File: src/rtl/de_hazard_ctrl.sv
// Decode->Execute pipeline control for the 16-lane vector/scalar core.
// Keeps a register scoreboard, stalls decode on RAW/WAW hazards, sequences
// multi-beat vector ops through EX, flushes D/E on a taken scalar branch and
// counts decode stall cycles (saturating).
// Ports:
//   CLK, RST                      clock, async active-high reset
//   IssueValidD, RA1D, RA2D,      decode-stage instruction: sources, use flags,
//   Use1D, Use2D, WA3D,           destination, write enable, vector flag
//   RegWriteD, VecD
//   WbValidW, WA3W                writeback retirement
//   BranchTakenE                  scalar branch resolved taken in EX
//   StallF, StallD, StallE        pipeline register holds
//   FlushD, FlushE                pipeline register clears / bubble
//   VecBusyE, LaneIdxE            vector sequencer status and lane group
//   PendingMask                   scoreboard contents
//   StallCycles                   saturating count of StallD cycles
// LANES must be an integer multiple of LPC.
module de_hazard_ctrl #(
    parameter int unsigned NREG  = 16,
    parameter int unsigned LANES = 16,
    parameter int unsigned LPC   = 4,
    parameter int unsigned CNT_W = 16,
    localparam int unsigned RIDX_W = (NREG > 1) ? $clog2(NREG) : 1,
    localparam int unsigned NBEATS = LANES / LPC,
    localparam int unsigned LIDX_W = (NBEATS > 1) ? $clog2(NBEATS) : 1
) (
    input  logic              CLK,
    input  logic              RST,
    input  logic              IssueValidD,
    input  logic [RIDX_W-1:0] RA1D,
    input  logic [RIDX_W-1:0] RA2D,
    input  logic              Use1D,
    input  logic              Use2D,
    input  logic [RIDX_W-1:0] WA3D,
    input  logic              RegWriteD,
    input  logic              VecD,
    input  logic              WbValidW,
    input  logic [RIDX_W-1:0] WA3W,
    input  logic              BranchTakenE,
    output logic              StallF,
    output logic              StallD,
    output logic              StallE,
    output logic              FlushD,
    output logic              FlushE,
    output logic              VecBusyE,
    output logic [LIDX_W-1:0] LaneIdxE,
    output logic [NREG-1:0]   PendingMask,
    output logic [CNT_W-1:0]  StallCycles
);

    localparam logic [LIDX_W-1:0] LAST_BEAT = LIDX_W'(NBEATS - 1);

    typedef enum logic {
        IDLE    = 1'b0,
        VEC_RUN = 1'b1
    } state_t;

    state_t            state;
    state_t            state_next;
    logic [LIDX_W-1:0] lane_next;
    logic [NREG-1:0]   pend_rel;
    logic [NREG-1:0]   pend_next;
    logic              hz;
    logic              hold;
    logic              br;
    logic              issue;

    // Scoreboard as seen by decode: a same-cycle retirement already releases it.
    always_comb begin
        pend_rel = PendingMask;
        if (WbValidW) pend_rel[WA3W] = 1'b0;
    end

    assign hz    = IssueValidD & ((Use1D & pend_rel[RA1D]) |
                                  (Use2D & pend_rel[RA2D]) |
                                  (RegWriteD & pend_rel[WA3D]));
    assign hold  = VecBusyE & (LaneIdxE != LAST_BEAT);
    // A taken branch only acts when no vector op occupies EX.
    assign br    = BranchTakenE & ~VecBusyE;
    assign issue = IssueValidD & ~hz & ~hold & ~br;

    // Scoreboard next value: set wins over a clear of the same index.
    always_comb begin
        pend_next = pend_rel;
        if (issue && RegWriteD) pend_next[WA3D] = 1'b1;
    end

    // Vector FSM: state register.
    always_ff @(posedge CLK or posedge RST) begin
        if (RST) begin
            state    <= IDLE;
            LaneIdxE <= '0;
        end else begin
            state    <= state_next;
            LaneIdxE <= lane_next;
        end
    end

    // Vector FSM: next state; the last beat lets a following vector op restart at beat 0.
    always_comb begin
        state_next = state;
        lane_next  = LaneIdxE;
        case (state)
            IDLE: begin
                if (issue && VecD) begin
                    state_next = VEC_RUN;
                    lane_next  = '0;
                end
            end
            VEC_RUN: begin
                if (LaneIdxE != LAST_BEAT) begin
                    lane_next = LaneIdxE + LIDX_W'(1);
                end else if (issue && VecD) begin
                    state_next = VEC_RUN;
                    lane_next  = '0;
                end else begin
                    state_next = IDLE;
                    lane_next  = '0;
                end
            end
            default: begin
                state_next = IDLE;
                lane_next  = '0;
            end
        endcase
    end

    // Vector FSM / hazard outputs; forced low during reset.
    always_comb begin
        VecBusyE = 1'b0;
        StallF   = 1'b0;
        StallD   = 1'b0;
        StallE   = 1'b0;
        FlushD   = 1'b0;
        FlushE   = 1'b0;
        if (!RST) begin
            VecBusyE = (state == VEC_RUN);
            if (br) begin
                FlushD = 1'b1;
                FlushE = 1'b1;
            end else if (hold) begin
                StallF = 1'b1;
                StallD = 1'b1;
                StallE = 1'b1;
            end else if (hz) begin
                StallF = 1'b1;
                StallD = 1'b1;
                FlushE = 1'b1;
            end
        end
    end

    // Scoreboard register.
    always_ff @(posedge CLK or posedge RST) begin
        if (RST) PendingMask <= '0;
        else     PendingMask <= pend_next;
    end

    // Saturating stall-cycle counter.
    always_ff @(posedge CLK or posedge RST) begin
        if (RST) begin
            StallCycles <= '0;
        end else if (StallD && (StallCycles != {CNT_W{1'b1}})) begin
            StallCycles <= StallCycles + CNT_W'(1);
        end
    end

endmodule

File: config.mk
export PLATFORM = sky130hd
export DESIGN_NAME = de_hazard_ctrl
export DESIGN_NICKNAME = d
export VERILOG_FILES = /design/src/rtl/de_hazard_ctrl.sv
export SDC_FILE = /design/constraint.sdc
export NUM_CORES = 1
export LEC_CHECK = 0
export BUFFER_PORTS_ARGS = -buffer_cell sky130_fd_sc_hd__buf_2
export CAP_MARGIN = 15
export CELL_PAD_IN_SITES_DETAIL_PLACEMENT = 0
export CELL_PAD_IN_SITES_GLOBAL_PLACEMENT = 1
export CORE_UTILIZATION = 44
export CTS_BUF_LIST = sky130_fd_sc_hd__clkbuf_4
export CTS_CLUSTER_SIZE = 16
export DETAILED_ROUTE_END_ITERATION = 6
export PLACE_DENSITY = 0.94
export SLEW_MARGIN = 20
export SYNTH_ARGS = -nofsm -noshare
export SYNTH_HDL_FRONTEND = slang
export SYNTH_SLANG_ARGS = --single-unit
File: constraint.sdc
create_clock -name CLK -period 5.7 [get_ports CLK]
set_input_delay 0.285 -clock CLK [delete_from_list [all_inputs] [get_ports CLK]]
set_output_delay 0.285 -clock CLK [all_outputs]
set_load 0.02 [all_outputs]
==> impl_metrics.py, run 1 <==
metrics = {
    "status": {
        "status": "finished clean",
    },
    "layout": {
        "drive_above_1_share_pct": 27.2,
        "fin_util_pct": 53.8,
        "fill_cells": 499,
        "nets": 339,
        "num_antenna_cells": 0,
        "syn_to_final_growth_pct": 16.7,
    },
    "grt": {
        "grt_start_max_net_pins": 36,
        "antenna_found_initial": 0,
        "grt_first_pass_wirelength_microns": 10200,
        "gr-usage-all-layers_pct": 24.1,
        "gr-total-overflow": 0,
        "grt_pass1_vias": 2042,
    },
    "clock_network": {
        "clock-root-buffer": "clkbuf_4",
        "cts_sinks": 35,
        "cts.clk_slew.worst_paths_ns": 0.11,
        "cts_hold_buffers": 0,
        "clock_latency_ns": 0.35,
        "cts_tree": "done",
        "cts_buffers": 5,
        "cts_setup_buffers": 0,
        "cts-resized-gates": 0,
        "cts_htree_levels": 2,
        "clockBufferDepth": 2,
    },
    "yosys": {
        "synth_cell_types": 53,
        "synth_flop_cell": "dfrtp_1",
        "netlist_area_sq_um": 2370,
        "synth_edf_count": 0,
        "synth_fp_nets": 285,
        "yosysWarnings": 0,
        "syn_area_per_cell_sq_um": 9.19,
        "synth_top_area_share_pct": 36.9,
        "synth_largest_area_cell": "dfrtp_1",
        "synthTopCellsByArea": "dfrtp_1, o21ai_0, xor2_1",
        "yosysSeqAreaShare_pct": 36.9,
        "async_flop_share_pct": 100,
        "synth_cells": 258,
        "yosys_register_bits": 35,
    },
    "place": {
        "hpwl_microns": 4830,
        "gp_congestion": 0.972,
        "io_buffers": 64,
    },
    "die": {
        "start_util_pct": 46.1,
        "rows": 26,
        "die_area_sq_um": 5690,
        "die_w_microns": 75.4,
        "io_pins": 65,
        "core_area_sq_um": 5140,
        "dieHeight_microns": 75.4,
    },
    "drt": {
        "drc": 0,
        "first_pass_iters": 5,
        "dr_total_vias": 2352,
        "viasPerCell": 6.14,
        "ant_nets": 0,
        "drt_iter0_markers": 235,
        "wl_microns": 6480,
        "wl_per_cell_microns": 16.9,
    },
    "pwr": {
        "switchingPower_mw": 0.371,
        "p_leak_nw": 1.28,
        "swShare_pct": 44.4,
        "powerDensity_nw_per_um2": 302,
        "comb_power_share_pct": 41.2,
        "p_seq_share_pct": 41.9,
        "peakVddDrop_mv": 0.199,
        "internal_power_mw": 0.464,
        "clkPwrFrac_pct": 16.8,
    },
    "worst_setup_path": {
        "slowest_delay_ns": 0.51,
        "worstPathMaxFanout": 16,
        "critPathMostFrequentCell": "buf_2",
        "arrival_ns": 2.74,
        "path_class": "input port to output pin",
        "critical_path.slowest_cell": "or3b_1",
        "worstSetupStartpointType": "input port",
        "rr_worst_depth": 6,
        "timing.rr.start": "PendingMask[10]",
        "end_kind": "output pin",
        "worst_r2r_endpoint": "StallCycles[12]",
        "required_ns": 5.41,
        "cp_cell_sequence": "buf_2 > or3b_1 > o21ai_0 > mux2i_1 > a221oi_1 > o211ai_2 > o211ai_4 > a21oi_1 > buf_2",
        "worst-r2r-setup-slack_ns": 3.05,
    },
    "timing": {
        "worst_pin_slew_ns": 0.799,
        "setup_viol": 0,
        "slew_headroom_pct": 46.2,
        "fin_worst_skew_ns": 0.00956,
        "hold_viol_final": 0,
        "drv_slew": 0,
        "rsz0062_at_grt": "false",
        "fmax_ghz": 0.330,
        "period_share_pct": 53.1,
        "setup_tns_ns": 0,
        "hold_slack_ns": 0.0928,
        "final.min_clock_period_ns": 3.03,
    },
    "flow_run": {
        "drv_cap": 0,
    },
    "min_path": {
        "hold_class": "input port to asynchronous set/reset pin",
    },
}
==> worst max path at each step <==
stage | from | end | slack (ns) | depth (start not counted)
2_1_floorplan | WA3W[2] | StallF | 2.97 | 10
3_3_place_gp | WA3W[2] | StallD | 2.69 | 9
3_5_place_dp | WA3W[1] | StallCycles[12] | 2.69 | 8
4_1_cts | WA3W[2] | StallD | 2.70 | 9
5_1_grt | WA3W[2] | StallD | 2.44 | 9
6_report | WA3W[2] | StallD | 2.67 | 9
==> layout make-up <==
cell class	instances	area (sq um)	share of cell area, %
clock buffer	6	45.0	1.63
clock inverter	2	12.5	0.452
inverter	12	45.0	1.63
multi-input combinational	192	1370	49.4
sequential	35	876	31.6
tap	70	87.6	3.16
timing repair buffer	66	335	12.1
==> power by group through the flow <==
stage	combinational, mW	clock (mW)	sequential (mW)
floorplan	0.188	0	0.399
global placement	0.340	0	0.354
detailed placement	0.342	0	0.354
CTS	0.343	0.144	0.350
global route	0.381	0.158	0.359
finish	0.345	0.141	0.350
==> flip-flops by register name (all words and copies together), names as in the netlist <==
name         flops
PendingMask     16
StallCycles     16
LaneIdxE         2
state            1
==> layer usage <==
metal  vias up  share of wire, %  track usage [%]
li1       1100                 -                -
met1      1124                46             35.7
met2       119                45             35.2
met3         9               7.8             5.03
met4         0               1.1             7.20
met5         -                 0                0
==> cells in the mapped netlist (2+ instances only) <==
| cell type | instances |
|---|---|
| a2111oi_0 | 2 |
| a2111oi_1 | 2 |
| a211oi_1 | 11 |
| a21oi_1 | 4 |
| a221oi_1 | 2 |
| and2_1 | 2 |
| and3_1 | 6 |
| buf_1 | 5 |
| buf_2 | 3 |
| buf_4 | 2 |
| clkbuf_1 | 8 |
| dfrtp_1 | 35 |
| ha_1 | 2 |
| inv_1 | 12 |
| mux2_2 | 2 |
| mux2i_1 | 4 |
| nand2_1 | 14 |
| nand2b_1 | 3 |
| nand3_1 | 14 |
| nand3b_1 | 3 |
| nand4_1 | 4 |
| nor2_1 | 9 |
| nor2b_1 | 3 |
| nor3b_1 | 5 |
| o2111a_1 | 2 |
| o2111ai_1 | 9 |
| o211ai_1 | 13 |
| o21ai_0 | 25 |
| o31ai_1 | 10 |
| o41ai_1 | 4 |
| or2_2 | 2 |
| xnor2_1 | 2 |
| xor2_1 | 14 |
==> per-stage QoR <==
step	instance area [sq um]	cells	total power [mW]	setup WS, ns
floorplan	2370	258	0.587	2.97
global placement	2710	375	0.694	2.69
detailed placement	2710	375	0.696	2.69
CTS	2770	383	0.837	2.70
global route	2770	383	0.897	2.44
finish	2770	383	0.835	2.67
==> critical path: cells and delay by family <==
kind	cells	cell delay (ns)
AND/OR/NAND/NOR	1	0.51
multiplexers	1	0.14
buffers and inverters	2	0.32
AO/OA/AOI/OAI	5	1.48
==> cells by family (layout without fill, tap and decap cells) <==
| family | Yosys count | in the layout | synth area share [%] |
|---|---|---|---|
| compound gates | 98 | 98 | 31.0 |
| buf+inv | 31 | 86 | 5.43 |
| mux | 7 | 7 | 3.59 |
| simple gates | 69 | 69 | 16.0 |
| fa+ha+maj | 2 | 2 | 1.06 |
| flops | 35 | 35 | 36.9 |
| xor+xnor | 16 | 16 | 5.91 |
==> placed cells by master (no fill, tap or decap), types with 2 or more instances in the layout <==
| master | netlist | final |
|---|---|---|
| dfrtp_1 | 35 | 35 |
| nand3b_1 | 3 | 3 |
| clkbuf_4 | 0 | 6 |
| buf_4 | 2 | 2 |
| a221oi_1 | 2 | 2 |
| nand3_1 | 14 | 14 |
| o2111a_1 | 2 | 2 |
| xnor2_1 | 2 | 2 |
| nand4_1 | 4 | 4 |
| nor2_1 | 9 | 9 |
| ha_1 | 2 | 2 |
| or2_2 | 2 | 2 |
| nand2b_1 | 3 | 3 |
| o2111ai_1 | 9 | 9 |
| a2111oi_1 | 2 | 2 |
| xor2_1 | 14 | 14 |
| o21ai_0 | 25 | 25 |
| o211ai_1 | 13 | 13 |
| nor3b_1 | 5 | 5 |
| o31ai_1 | 10 | 10 |
| nor2b_1 | 3 | 3 |
| mux2i_1 | 4 | 4 |
| a211oi_1 | 11 | 11 |
| and2_1 | 2 | 2 |
| buf_2 | 3 | 64 |
| a21oi_1 | 4 | 4 |
| a2111oi_0 | 2 | 2 |
| inv_1 | 12 | 12 |
| and3_1 | 6 | 6 |
| nand2_1 | 14 | 14 |
| o41ai_1 | 4 | 4 |
| mux2_2 | 2 | 2 |
Note: power is estimated with default switching activity, not from simulation.
==> inputs of run 2 (changes only) <==
--- a/config.mk
+++ b/config.mk
@@ -5,15 +5,16 @@
 export SDC_FILE = /design/constraint.sdc
 export NUM_CORES = 1
 export LEC_CHECK = 0
+export ABC_AREA = 1
 export BUFFER_PORTS_ARGS = -buffer_cell sky130_fd_sc_hd__buf_2
 export CAP_MARGIN = 15
 export CELL_PAD_IN_SITES_DETAIL_PLACEMENT = 0
 export CELL_PAD_IN_SITES_GLOBAL_PLACEMENT = 1
-export CORE_UTILIZATION = 44
+export CORE_UTILIZATION = 38
 export CTS_BUF_LIST = sky130_fd_sc_hd__clkbuf_4
 export CTS_CLUSTER_SIZE = 16
 export DETAILED_ROUTE_END_ITERATION = 6
-export PLACE_DENSITY = 0.94
+export PLACE_DENSITY = 0.88
 export SLEW_MARGIN = 20
 export SYNTH_ARGS = -nofsm -noshare
 export SYNTH_HDL_FRONTEND = slang
==> constraint.sdc (replaced) <==
create_clock -name CLK -period 3.1 [get_ports CLK]
set_input_delay 0.155 -clock CLK [delete_from_list [all_inputs] [get_ports CLK]]
set_output_delay 0.155 -clock CLK [all_outputs]
set_load 0.02 [all_outputs]
==> run 2 against run 1 <==
Net effect: the flow now finishes with violations (DRC); cell count grew 42%; area after synthesis increased by 9.4%; die area grew 26%; core utilization shrank 6.9 points; sequential power grew 77%; worst hold slack better by 0.022 ns; clock power is 65% higher; synthesized cell count up 56%; clock-buffer cell count is 1 lower; combinational power is 81% higher; sequential share of layout area fell by 2.7 points; sequential cell count stayed put.
==> impl_metrics.py, run 2 <==
metrics = {
    "place": {
        "hpwl_microns": 5980,
        "io_buffers": 64,
        "dpl.cell_count": 535,
        "gp_congestion": 0.938,
    },
    "yosys": {
        "netlist_area_sq_um": 2590,
        "synth_top_area_share_pct": 33.8,
        "synth_edf_count": 0,
        "yosys_register_bits": 35,
        "async_flop_share_pct": 100,
        "synthTopCellsByArea": "dfrtp_1, nand2_1, nand3_1",
        "synth_cell_types": 27,
        "synth_most_common_cell": "nand2_1",
        "synth_largest_area_cell": "dfrtp_1",
        "yosysWarnings": 0,
        "yosysSeqAreaShare_pct": 33.8,
        "synth_fp_nets": 429,
        "synth_common_cells": "nand2_1, nand3_1, nor2_1",
        "syn_area_per_cell_sq_um": 6.46,
        "synth_flop_cell": "dfrtp_1",
        "synth_cells": 402,
    },
    "grt": {
        "grt_start_max_net_pins": 37,
        "gr-usage-all-layers_pct": 22.4,
        "grt_use_met3_pct": 3.74,
        "use_met2_pct": 38.4,
        "grt_first_pass_wirelength_microns": 12800,
        "antenna_found_initial": 0,
        "gr-usage-met1_pct": 28.4,
        "grt_pass1_vias": 2709,
        "gr-total-overflow": 0,
        "gr-max-usage-layer": "met2",
    },
    "layout": {
        "largestRegisters": "PendingMask x16, StallCycles x16, LaneIdxE x2",
        "final-seq-area_sq_um": 876,
        "stdcell_count": 543,
        "nets": 493,
        "syn_to_final_growth_pct": 16.7,
        "multi_input_area_sq_um": 1520,
        "drive_above_1_share_pct": 18.0,
        "final_common_cell": "nand2_1",
        "fill_cells": 704,
        "mostFrequentLayoutCells": "nand2_1, nand3_1, buf_2",
        "num_antenna_cells": 0,
    },
    "drt": {
        "ant_nets": 0,
        "drc": 7,
        "first_pass_iters": 7,
        "drt_iter0_markers": 146,
        "wl_per_cell_microns": 14.0,
        "wl_microns": 7610,
        "viasPerCell": 5.29,
        "dr_total_vias": 2875,
    },
    "min_path": {
        "hold_depth": 3,
        "hold_start": "VecD",
        "hold_class": "input port to flop",
    },
    "flow_run": {
        "drv_cap": 0,
    },
    "timing": {
        "setup_tns_ns": 0,
        "rsz0062_at_grt": "false",
        "hold_slack_ns": 0.115,
        "setup_viol": 0,
        "period_share_pct": 70.6,
        "hold_viol_final": 0,
        "fmax_ghz": 0.457,
        "fin_worst_skew_ns": 0.0158,
        "final.min_clock_period_ns": 2.19,
        "worst_pin_slew_ns": 0.549,
        "slew_headroom_pct": 63.1,
        "drv_slew": 0,
    },
    "clock_network": {
        "cts_buffers": 5,
        "cts.clk_slew.worst_paths_ns": 0.11,
        "cts_sinks": 35,
        "clock-root-buffer": "clkbuf_4",
        "clock_latency_ns": 0.34,
        "clockBufferDepth": 2,
        "cts_htree_levels": 2,
        "cts_setup_buffers": 0,
        "cts_tree": "done",
        "cts-resized-gates": 0,
    },
    "worst_setup_path": {
        "arrival_ns": 2.03,
        "worstSetupStartpointType": "flop",
        "required_ns": 2.94,
        "end_kind": "output pin",
        "rr_worst_depth": 11,
        "critPathLaunch": "PendingMask[9]",
        "path_class": "flop to output pin",
        "worstPathMaxFanout": 4,
        "worst-r2r-setup-slack_ns": 0.94,
        "timing.rr.start": "StallCycles[5]",
    },
    "pwr": {
        "peakVddDrop_mv": 0.335,
        "p_leak_nw": 1.65,
        "powerDensity_nw_per_um2": 487,
    },
    "die": {
        "io_pins": 65,
        "die_w_microns": 84.6,
        "core_area_sq_um": 6460,
        "rows": 29,
        "die_area_sq_um": 7160,
        "start_util_pct": 40.2,
        "dieHeight_microns": 84.6,
    },
    "status": {
        "violations": "DRC",
        "status": "finished, violations left",
    },
}
[run 2: changes by cell type after synthesis, moves of 13 or more]
cell	delta
nor2_1	+35
o211ai_1	-13
nand3_1	+72
inv_1	+22
o21ai_0	-23
nand2_1	+118
nand4_1	+15
[run 2: power by group]
group	switching (mW)	total, mW	internal [mW]
Sequential	0.0884	0.620	0.532
Clock	0.152	0.233	0.0804
Combinational	0.421	0.623	0.202
[run 2: cells by family (layout without fill, tap and decap cells)]
group	Yosys count	count (layout)	share of synthesized area [%]
AO/OA/AOI/OAI	5	5	1.11
XOR/XNOR	14	14	4.73
adder cells (fa/ha/maj)	2	2	0.964
buffers and inverters	48	112	7.71
flip-flops	35	35	33.8
AND/OR/NAND/NOR	298	298	51.7
[run 2: layer usage]
layer / up-vias / wire length [microns]
li1: 1437 / -
met2: 109 / 3640
met3: 17 / 403
met4: 0 / 197
met5: - / 0
met1: 1312 / 3370
[run 2: worst paths after layout]
kind	to
max in group asynchronous	PendingMask[5]
worst max register to register	StallCycles[2]
worst max-delay path	StallF
worst min-delay path	state
min in group asynchronous	LaneIdxE[0]
worst min register to register	LaneIdxE[1]
[run 2: layout make-up]
cell class	instances	area share [%]
timing repair buffer	68	11.6
tap	77	3.18
inverter	37	4.58
sequential	35	28.9
multi-input combinational	319	50.1
clock buffer	5	1.24
clock inverter	2	0.289
[run 2: through the flow]
| stage | power, mW | utilization [%] | area, sq um | worst slack, ns |
|---|---|---|---|---|
| floorplan | 1.06 | - | 2590 | 0.940 |
| global placement | 1.25 | 46.0 | 2970 | 0.986 |
| detailed placement | 1.25 | 46.0 | 2970 | 0.949 |
| CTS | 1.49 | 46.9 | 3030 | 0.908 |
| global route | 1.59 | 46.9 | 3030 | 0.676 |
| finish | 1.48 | 46.9 | 3030 | 0.913 |
[run 2: critical path: stages, from the launching register on]
cell and delay [ns]:
dfrtp_1 0.41, o21ai_0 0.16, nand2_1 0.09, nand2_1 0.04
nor2_1 0.10, nor2_1 0.05, nor2_1 0.12, nand3_1 0.10
nand3_2 0.11, nand2_2 0.08, a21boi_0 0.22, buf_2 0.21
[run 2: what timing repair did]
action / 4_1_cts / 5_1_grt
endpoints found under the setup margin: 0 / 0
hold buffers: 1 / 0
hold endpoints to repair: 35 / 0
